### src/rtl/iter_div32.sv
// Iterative 32-bit restoring divider (DIV/DIVU) with a fixed 33-cycle latency.
// The trial subtraction uses a 32-bit CLA adder; bit 32 of the trial is resolved locally.

module cla32 (
    input  logic [31:0] a,
    input  logic [31:0] b,
    input  logic        aluc,
    output logic [31:0] s,
    output logic        cout
);
    logic [31:0] bx;
    logic [31:0] g;
    logic [31:0] p;
    logic [32:0] c;
    logic [7:0]  gg;
    logic [7:0]  gp;

    assign bx   = b ^ {32{aluc}};
    assign g    = a & bx;
    assign p    = a ^ bx;
    assign c[0] = aluc;

    genvar gi;
    generate
        for (gi = 0; gi < 8; gi++) begin : g_grp
            localparam int B = gi * 4;
            // Carries inside a 4-bit group are flattened lookahead terms.
            assign c[B+1] = g[B] | (p[B] & c[B]);
            assign c[B+2] = g[B+1] | (p[B+1] & g[B]) | (p[B+1] & p[B] & c[B]);
            assign c[B+3] = g[B+2] | (p[B+2] & g[B+1]) | (p[B+2] & p[B+1] & g[B])
                          | (p[B+2] & p[B+1] & p[B] & c[B]);
            assign gg[gi] = g[B+3] | (p[B+3] & g[B+2]) | (p[B+3] & p[B+2] & g[B+1])
                          | (p[B+3] & p[B+2] & p[B+1] & g[B]);
            assign gp[gi] = &p[B+3:B];
            assign c[B+4] = gg[gi] | (gp[gi] & c[B]);
        end
    endgenerate

    assign s    = p ^ c[31:0];
    assign cout = c[32];
endmodule

module iter_div32 (
    input  logic        clk,
    input  logic        reset,
    input  logic        start,
    input  logic        is_signed,
    input  logic [31:0] dividend,
    input  logic [31:0] divisor,
    output logic [31:0] q,
    output logic [31:0] r,
    output logic        busy,
    output logic        done,
    output logic        dz
);
    typedef enum logic [1:0] {IDLE, CALC, FIX} state_t;

    state_t      state_reg, state_next;
    logic [4:0]  cnt_reg, cnt_next;
    logic [31:0] rem_reg, rem_next;
    logic [31:0] quo_reg, quo_next;
    logic [31:0] dmag_reg, dmag_next;
    logic [31:0] a_reg, a_next;
    logic [31:0] b_reg, b_next;
    logic        sgn_reg, sgn_next;
    logic [31:0] q_reg, q_next;
    logic [31:0] r_reg, r_next;
    logic        dz_reg, dz_next;
    logic        done_reg, done_next;

    logic [31:0] trial_lo;
    logic [31:0] diff;
    logic        no_borrow;
    logic        take;
    logic        neg_q;
    logic        neg_r;

    // Low 32 bits of the shifted remainder; its bit 32 is rem_reg[31].
    assign trial_lo = {rem_reg[30:0], quo_reg[31]};

    cla32 u_sub (
        .a    (trial_lo),
        .b    (dmag_reg),
        .aluc (1'b1),
        .s    (diff),
        .cout (no_borrow)
    );

    assign take  = rem_reg[31] | no_borrow;
    assign neg_q = sgn_reg & (a_reg[31] ^ b_reg[31]);
    assign neg_r = sgn_reg & a_reg[31];

    always_comb begin
        state_next = state_reg;
        cnt_next   = cnt_reg;
        rem_next   = rem_reg;
        quo_next   = quo_reg;
        dmag_next  = dmag_reg;
        a_next     = a_reg;
        b_next     = b_reg;
        sgn_next   = sgn_reg;
        q_next     = q_reg;
        r_next     = r_reg;
        dz_next    = dz_reg;
        done_next  = 1'b0;

        case (state_reg)
            IDLE: begin
                if (start) begin
                    a_next     = dividend;
                    b_next     = divisor;
                    sgn_next   = is_signed;
                    rem_next   = '0;
                    quo_next   = (is_signed && dividend[31]) ? -dividend : dividend;
                    dmag_next  = (is_signed && divisor[31])  ? -divisor  : divisor;
                    cnt_next   = '0;
                    state_next = CALC;
                end
            end
            CALC: begin
                rem_next = take ? diff : trial_lo;
                quo_next = {quo_reg[30:0], take};
                cnt_next = cnt_reg + 5'd1;
                if (cnt_reg == 5'd31) begin
                    state_next = FIX;
                end
            end
            FIX: begin
                // Divide-by-zero results bypass the sign fix-up entirely.
                if (b_reg == 32'd0) begin
                    q_next  = 32'hFFFF_FFFF;
                    r_next  = a_reg;
                    dz_next = 1'b1;
                end else begin
                    q_next  = neg_q ? -quo_reg : quo_reg;
                    r_next  = neg_r ? -rem_reg : rem_reg;
                    dz_next = 1'b0;
                end
                done_next  = 1'b1;
                state_next = IDLE;
            end
            default: begin
                state_next = IDLE;
            end
        endcase
    end

    always_ff @(posedge clk or posedge reset) begin
        if (reset) begin
            state_reg <= IDLE;
            cnt_reg   <= '0;
            rem_reg   <= '0;
            quo_reg   <= '0;
            dmag_reg  <= '0;
            a_reg     <= '0;
            b_reg     <= '0;
            sgn_reg   <= 1'b0;
            q_reg     <= '0;
            r_reg     <= '0;
            dz_reg    <= 1'b0;
            done_reg  <= 1'b0;
        end else begin
            state_reg <= state_next;
            cnt_reg   <= cnt_next;
            rem_reg   <= rem_next;
            quo_reg   <= quo_next;
            dmag_reg  <= dmag_next;
            a_reg     <= a_next;
            b_reg     <= b_next;
            sgn_reg   <= sgn_next;
            q_reg     <= q_next;
            r_reg     <= r_next;
            dz_reg    <= dz_next;
            done_reg  <= done_next;
        end
    end

    assign q    = q_reg;
    assign r    = r_reg;
    assign dz   = dz_reg;
    assign done = done_reg;
    assign busy = (state_reg != IDLE);
endmodule
### config.mk
export PLATFORM = sky130hd
export DESIGN_NAME = iter_div32
export DESIGN_NICKNAME = d
export VERILOG_FILES = /design/src/rtl/iter_div32.sv
export SDC_FILE = /design/constraint.sdc
export NUM_CORES = 1
export LEC_CHECK = 0
export CORE_ASPECT_RATIO = 0.75
export CORE_MARGIN = 2
export CORE_UTILIZATION = 55
export CTS_CLUSTER_SIZE = 40
export DETAILED_ROUTE_END_ITERATION = 8
export GPL_TIMING_DRIVEN = 0
export PLACE_DENSITY = 0.77
export SLEW_MARGIN = 20
export SYNTH_ARGS = -nofsm -noshare
export SYNTH_HDL_FRONTEND = slang
export SYNTH_HIERARCHICAL = 1
export SYNTH_SLANG_ARGS = --single-unit
### constraint.sdc
create_clock -name clk -period 9.51 [get_ports clk]
set_clock_uncertainty 0.15 [all_clocks]
set_input_delay 1.4265 -clock clk [delete_from_list [all_inputs] [get_ports clk]]
set_output_delay 1.4265 -clock clk [all_outputs]
set_load 0.03 [all_outputs]
==> flow_summary.json, run 1 <==
{
  "status": "completed",
  "hold_viol": 0,
  "cts_buffers": 25,
  "rsz0062_at_grt": "false",
  "final_common_cell": "nand2_1",
  "gp_congestion": 0.9176,
  "cp_max_fo": 10,
  "pwr-share-comb_pct": 49.9,
  "hold_path.class": "flip-flop to flip-flop",
  "grt_pass1_wl_um": 66450,
  "synth_edf_count": 0,
  "grt_usage_pct": 31.38,
  "cpMostUsedCell": "o21ai_0",
  "path_clk_slew_ps": 60,
  "cpLargestDelayFamily": "compound AO/OA/AOI/OAI gates",
  "core_mm2": 0.02490,
  "chipHeight_um": 141.9,
  "grt_pass1_vias": 12130,
  "power_density_mw_per_mm2": 341.2,
  "p_sw_share_pct": 43.82,
  "drt-initial-drc-count": 1468,
  "period_minus_slack_ps": 4654,
  "synthesis.area_mm2": 0.01394,
  "final_cell_mix": "293 x nand2_1, 233 x dfrtp_1, 164 x o21ai_0",
  "synth_cell_types": 75,
  "drt_pass1_iterations": 6,
  "fmax_ghz": 0.2149,
  "power.switching_uw": 2481,
  "gr-total-overflow": 0,
  "rows": 50,
  "h-tree-depth": 1,
  "slew_violations": 0,
  "pwr-share-clk_pct": 18.1,
  "setup_violations": 0,
  "ant_nets": 0,
  "cp-start-kind": "flip-flop",
  "insertion_delay_ps": 540,
  "final_nets": 1886,
  "postSynthCellCount": 1613,
  "ys_seq_area_share_pct": 41.83,
  "cp.arrival_ps": 4880,
  "numClockSinks": 233,
  "portBuffers": 130,
  "die_w_um": 187.8,
  "post_drt_via_cell_ratio": 6.038,
  "fin_hold_ws_ps": 326.2,
  "cap_violations": 0,
  "maxSlewHeadroom_pct": 31.54,
  "cts_setup_buffers": 0,
  "drc_errors": 0,
  "n_antenna_cell": 0,
  "initial_utilization_pct": 55.98,
  "worstMarginPinSlew_ps": 1024,
  "place_hpwl_um": 31990,
  "syn_nets": 1726,
  "cts_hold_buf": 0,
  "period_share_pct": 48.94,
  "synth-seq-cells": 233,
  "cts_tree": "yes",
  "cts-resized-gates": 0,
  "dieArea_mm2": 0.02665,
  "cts_root_buf": "clkbuf_16",
  "vias": 12860,
  "drive_gt1_share_pct": 4.353,
  "synthFlopType": "dfrtp_1",
  "async_flop_share_pct": 100.0,
  "finalPower_uw": 5661,
  "worst_setup_path_end_kind": "flip-flop",
  "syn_to_final_growth_pct": 19.02,
  "slowest_delay_ps": 750,
  "yosysWarnings": 6,
  "p_int_uw": 3181,
  "crit_required_ps": 9730,
  "ir_drop_mv": 0.1765,
  "path_cells": "xor2_1 -> ha_1 -> a21oi_1 -> o21ai_0 -> a21o_1 -> a221oi_2 -> a2111o_1 -> a211oi_1 -> or3_1 -> nor2_1 -> clkbuf_1 -> mux2i_1 -> o21ai_0",
  "post_drt_wl_per_cell_um": 19.75,
  "setup.worst_path.class": "flip-flop to flip-flop",
  "grt_max_degree": 87,
  "clockBufferDepth": 3,
  "p_seq_share_pct": 32.0,
  "reg2reg_setup_slack_ps": 4860,
  "antenna_found_initial": 0,
  "io_pins": 135,
  "drt-total-wl_um": 42080,
  "path_buf_inv": 1,
  "leakage_uw": 0.007028,
  "cp_slowest_cell": "clkbuf_1",
  "syn_area_per_cell_um2": 8.642
}
-- routing by layer --
| layer | part of all wire, % | global-route usage, % |
|---|---|---|
| met3 | 11 | 9.300 |
| met2 | 41 | 46.28 |
| met5 | 0 | 0 |
| met4 | 1.7 | 5.636 |
| met1 | 46 | 46.25 |
-- metrics by stage --
step / worst slack, ps / util, % / instances / setup TNS, ps / area (µm²)
4_1_cts: 4964 / 66.63 / 2130 / 0 / 16590
3_3_place_gp: -1367 / 62.91 / 2081 / -312780 / 15660
2_1_floorplan: 1544 / - / 1613 / 0 / 13940
6_report: 4856 / 66.63 / 2130 / 0 / 16590
5_1_grt: 4719 / 66.63 / 2130 / 0 / 16590
3_5_place_dp: 4843 / 63.21 / 2084 / 0 / 15740
-- kinds of logic (layout without fill, tap and decap cells) --
| group | Yosys count | count (layout) | synth area share [%] |
|---|---|---|---|
| and+or+nand+nor | 594 | 594 | 19.49 |
| muxes | 36 | 36 | 2.594 |
| adders and majority gates | 45 | 45 | 4.416 |
| AOI/OAI and AO/OA | 413 | 413 | 18.24 |
| DFF | 233 | 233 | 41.83 |
| xor gates and xnor gates | 153 | 153 | 9.613 |
| other | 1 | 1 | 0.02690 |
| buffers and inverters | 138 | 317 | 3.797 |
-- area by class of cell --
cell class | count | area [µm²]
plain buffers | 98 | 379.1
fillers | 2084 | 8308
clock buffers | 35 | 713.2
multi-input cells | 1242 | 7586
flip-flops and latches | 233 | 5831
well taps | 338 | 422.9
clock inverters | 11 | 140.1
repair buffers | 133 | 1361
inverters | 40 | 157.7
-- worst register-to-register path: stages, from the launching register on --
cell	delay, ps
dfrtp_1	410
xor2_1	170
ha_1	320
a21oi_1	190
o21ai_0	110
a21o_1	220
a221oi_2	470
a2111o_1	310
a211oi_1	100
or3_1	390
nor2_1	540
clkbuf_1	750
mux2i_1	260
o21ai_0	90
-- path summary, 6_finish.rpt --
path	start	end	depth (start not counted)
min in group asynchronous	reset	a_reg[8]	2
setup / recovery	dmag_reg[17]	rem_reg[4]	13
setup reg to reg	dmag_reg[17]	rem_reg[4]	13
hold / removal	a_reg[21]	a_reg[21]	2
hold reg to reg	a_reg[21]	a_reg[21]	2
max in group asynchronous	reset	cnt_reg[1]	4
-- power groups by stage --
stage          registers (µW)  clock network, µW  logic (µW)
3_5_place_dp             1810                  0        2760
2_1_floorplan            1720                  0        2090
6_report                 1810               1020        2830
3_3_place_gp             1800                  0        2650
5_1_grt                  1860               1070        3150
4_1_cts                  1800               1030        2780
-- synth_stat cells, drive strengths merged, types with 15 or more instances --
| master | count | area, µm² |
|---|---|---|
| xnor2 | 67 | 586.8 |
| mux2i | 35 | 350.3 |
| xor2 | 86 | 753.2 |
| a21oi | 98 | 505.5 |
| inv | 40 | 150.1 |
| o21ai | 166 | 834.6 |
| or3 | 16 | 105.1 |
| nand3 | 56 | 285.3 |
| o31ai | 22 | 165.2 |
| nor3 | 25 | 135.1 |
| a31oi | 28 | 175.2 |
| clkbuf | 87 | 326.6 |
| nand2 | 294 | 1106 |
| nor4 | 23 | 143.9 |
| a22oi | 15 | 112.6 |
| nor2 | 107 | 404.1 |
| or4 | 19 | 150.1 |
| ha | 38 | 475.5 |
| dfrtp | 233 | 5831 |
| a22o | 15 | 131.4 |
Power figures use the tool's default switching activity.
==> run 2, diff against run 1 <==
- CORE_UTILIZATION: 55 -> 53
- PLACE_DENSITY: 0.77 -> 0.78
- clock period: 9.51 -> 4.1 ns (I/O delays scaled with it)
==> flow_summary.json, run 2 (same netlist as run 1, synthesis figures left out) <==
{
  "rr_worst_depth": 12,
  "h-tree-depth": 1,
  "fill_cells": 2168,
  "rsz0062_at_grt": "false",
  "setup_ws_ps": 289.2,
  "core_mm2": 0.02591,
  "grt_pass1_vias": 12110,
  "drt-initial-drc-count": 1165,
  "post-place-ws_ps": -337.0,
  "rows": 51,
  "seq_area_mm2": 0.005831,
  "path_cells": "ha_1 -> a21oi_1 -> a21o_1 -> nand3_1 -> a221oi_4 -> a2111o_1 -> a211oi_1 -> or3_1 -> nor2_4 -> clkbuf_4 -> mux2i_1 -> o21ai_0",
  "cap_violations": 0,
  "period_minus_slack_ps": 3811,
  "die_w_um": 191.3,
  "crit_start": "rem_reg[9]",
  "place_hpwl_um": 32530,
  "maxSlewHeadroom_pct": 35.52,
  "p_int_uw": 7423,
  "final_common_cell": "nand2_1",
  "post_drt_via_cell_ratio": 6.050,
  "ir_drop_mv": 0.4379,
  "cp_slowest_cell": "dfrtp_1",
  "grt_usage_pct": 30.92,
  "drive_gt1_share_pct": 4.735,
  "worstMarginPinSlew_ps": 964.7,
  "clockBufferDepth": 3,
  "path_clk_slew_ps": 60,
  "gr-total-overflow": 0,
  "drt_pass1_iterations": 6,
  "vias": 12940,
  "dieArea_mm2": 0.02763,
  "hold_path.class": "input port to flip-flop",
  "antenna_found_initial": 0,
  "hold_viol": 0,
  "cts_hold_buf": 0,
  "cts-resized-gates": 4,
  "drc_errors": 0,
  "cts_buffers": 26,
  "cts_tree": "yes",
  "slowest_delay_ps": 490,
  "chipHeight_um": 144.5,
  "r2r-end": "rem_reg[2]",
  "fmax_ghz": 0.2624,
  "final_cell_mix": "293 x nand2_1, 233 x dfrtp_1, 164 x o21ai_0",
  "cts_setup_buffers": 0,
  "p_sw_share_pct": 43.78,
  "final_nets": 1892,
  "crit_required_ps": 4340,
  "period_share_pct": 92.95,
  "multi_input_area_mm2": 0.007605,
  "ant_nets": 0,
  "post_drt_wl_per_cell_um": 19.73,
  "pwr-share-clk_pct": 18.0,
  "slew_violations": 0,
  "syn_to_final_growth_pct": 19.86,
  "min_from": "dividend[17]",
  "power_density_mw_per_mm2": 790.2,
  "leakage_uw": 0.007073,
  "rr_startpoint": "rem_reg[9]",
  "setup_violations": 0,
  "cp_max_fo": 10,
  "n_antenna_cell": 0,
  "min_to": "a_reg[17]",
  "final_core_util_pct": 64.49,
  "cp-start-kind": "flip-flop",
  "cp.arrival_ps": 4050,
  "grt_max_degree": 35,
  "gp_congestion": 0.9209,
  "cts_root_buf": "clkbuf_16",
  "path_buf_inv": 1,
  "initial_utilization_pct": 53.81,
  "io_pins": 135,
  "grt_pass1_wl_um": 66740,
  "p_seq_share_pct": 31.9,
  "worst_setup_path_end_kind": "flip-flop",
  "status": "completed",
  "pwr-share-comb_pct": 50.1,
  "power.switching_uw": 5781,
  "reg2reg_setup_slack_ps": 290,
  "insertion_delay_ps": 540,
  "cpLargestDelayFamily": "compound AO/OA/AOI/OAI gates",
  "numClockSinks": 233,
  "setup.worst_path.class": "flip-flop to flip-flop",
  "fin_hold_ws_ps": 286.0,
  "portBuffers": 130,
  "hold_path_depth": 3,
  "drt-total-wl_um": 42210
}
-- run 2: worst max-delay path by stage --
| stage | to | slack, ps | depth (start not counted) |
|---|---|---|---|
| CTS | rem_reg[6] | 110 | 12 |
| global placement | b_reg[29] | -1490 | 2 |
| detailed placement | rem_reg[5] | -340 | 13 |
| floorplan | a_reg[0] | 290 | 1 |
| global route | rem_reg[1] | 40 | 12 |
| finish | rem_reg[2] | 290 | 12 |
-- run 2: stage by stage --
| step | total power, µW | instances | setup TNS, ps | cell area [µm²] |
|---|---|---|---|---|
| 3_5_place_dp | 10620 | 2095 | -5842 | 15830 |
| 2_1_floorplan | 8832 | 1613 | 0 | 13940 |
| 3_3_place_gp | 10340 | 2087 | -348050 | 15680 |
| 6_report | 13200 | 2139 | 0 | 16710 |
| 4_1_cts | 13040 | 2139 | 0 | 16690 |
| 5_1_grt | 14210 | 2139 | 0 | 16710 |
-- run 2: final cells by class --
type	count	share of cell area, %
buffer	98	2.321
clock buffer	37	4.568
clock inverter	7	0.5467
inverter	40	0.9211
multi-input combinational	1242	45.51
sequential	233	34.90
tap	344	2.576
timing repair buffer	138	8.657
-- run 2: layer usage --
metal | routed length, µm | vias up | track usage, %
li1 | - | 5991 | -
met1 | 19120 | 6255 | 46.21
met2 | 17660 | 634 | 44.84
met3 | 4569 | 60 | 8.129
met4 | 856 | 0 | 6.802
met5 | 0 | - | 0
-- run 2: power by group through the flow --
stage | Clock, µW | Sequential [µW] | Combinational, µW
final | 2370 | 4220 | 6610
after global routing | 2470 | 4330 | 7410
after CTS | 2390 | 4180 | 6480
after detailed placement | 0 | 4200 | 6410
after global placement | 0 | 4180 | 6160
after floorplan | 0 | 3980 | 4850
-- run 2: worst register-to-register path: stages, from the launching register on --
cell	delay [ps]
dfrtp_1	490
ha_1	410
a21oi_1	230
a21o_1	150
nand3_1	130
a221oi_4	410
a2111o_1	270
a211oi_1	90
or3_1	430
nor2_4	240
clkbuf_4	340
mux2i_1	230
o21ai_0	100
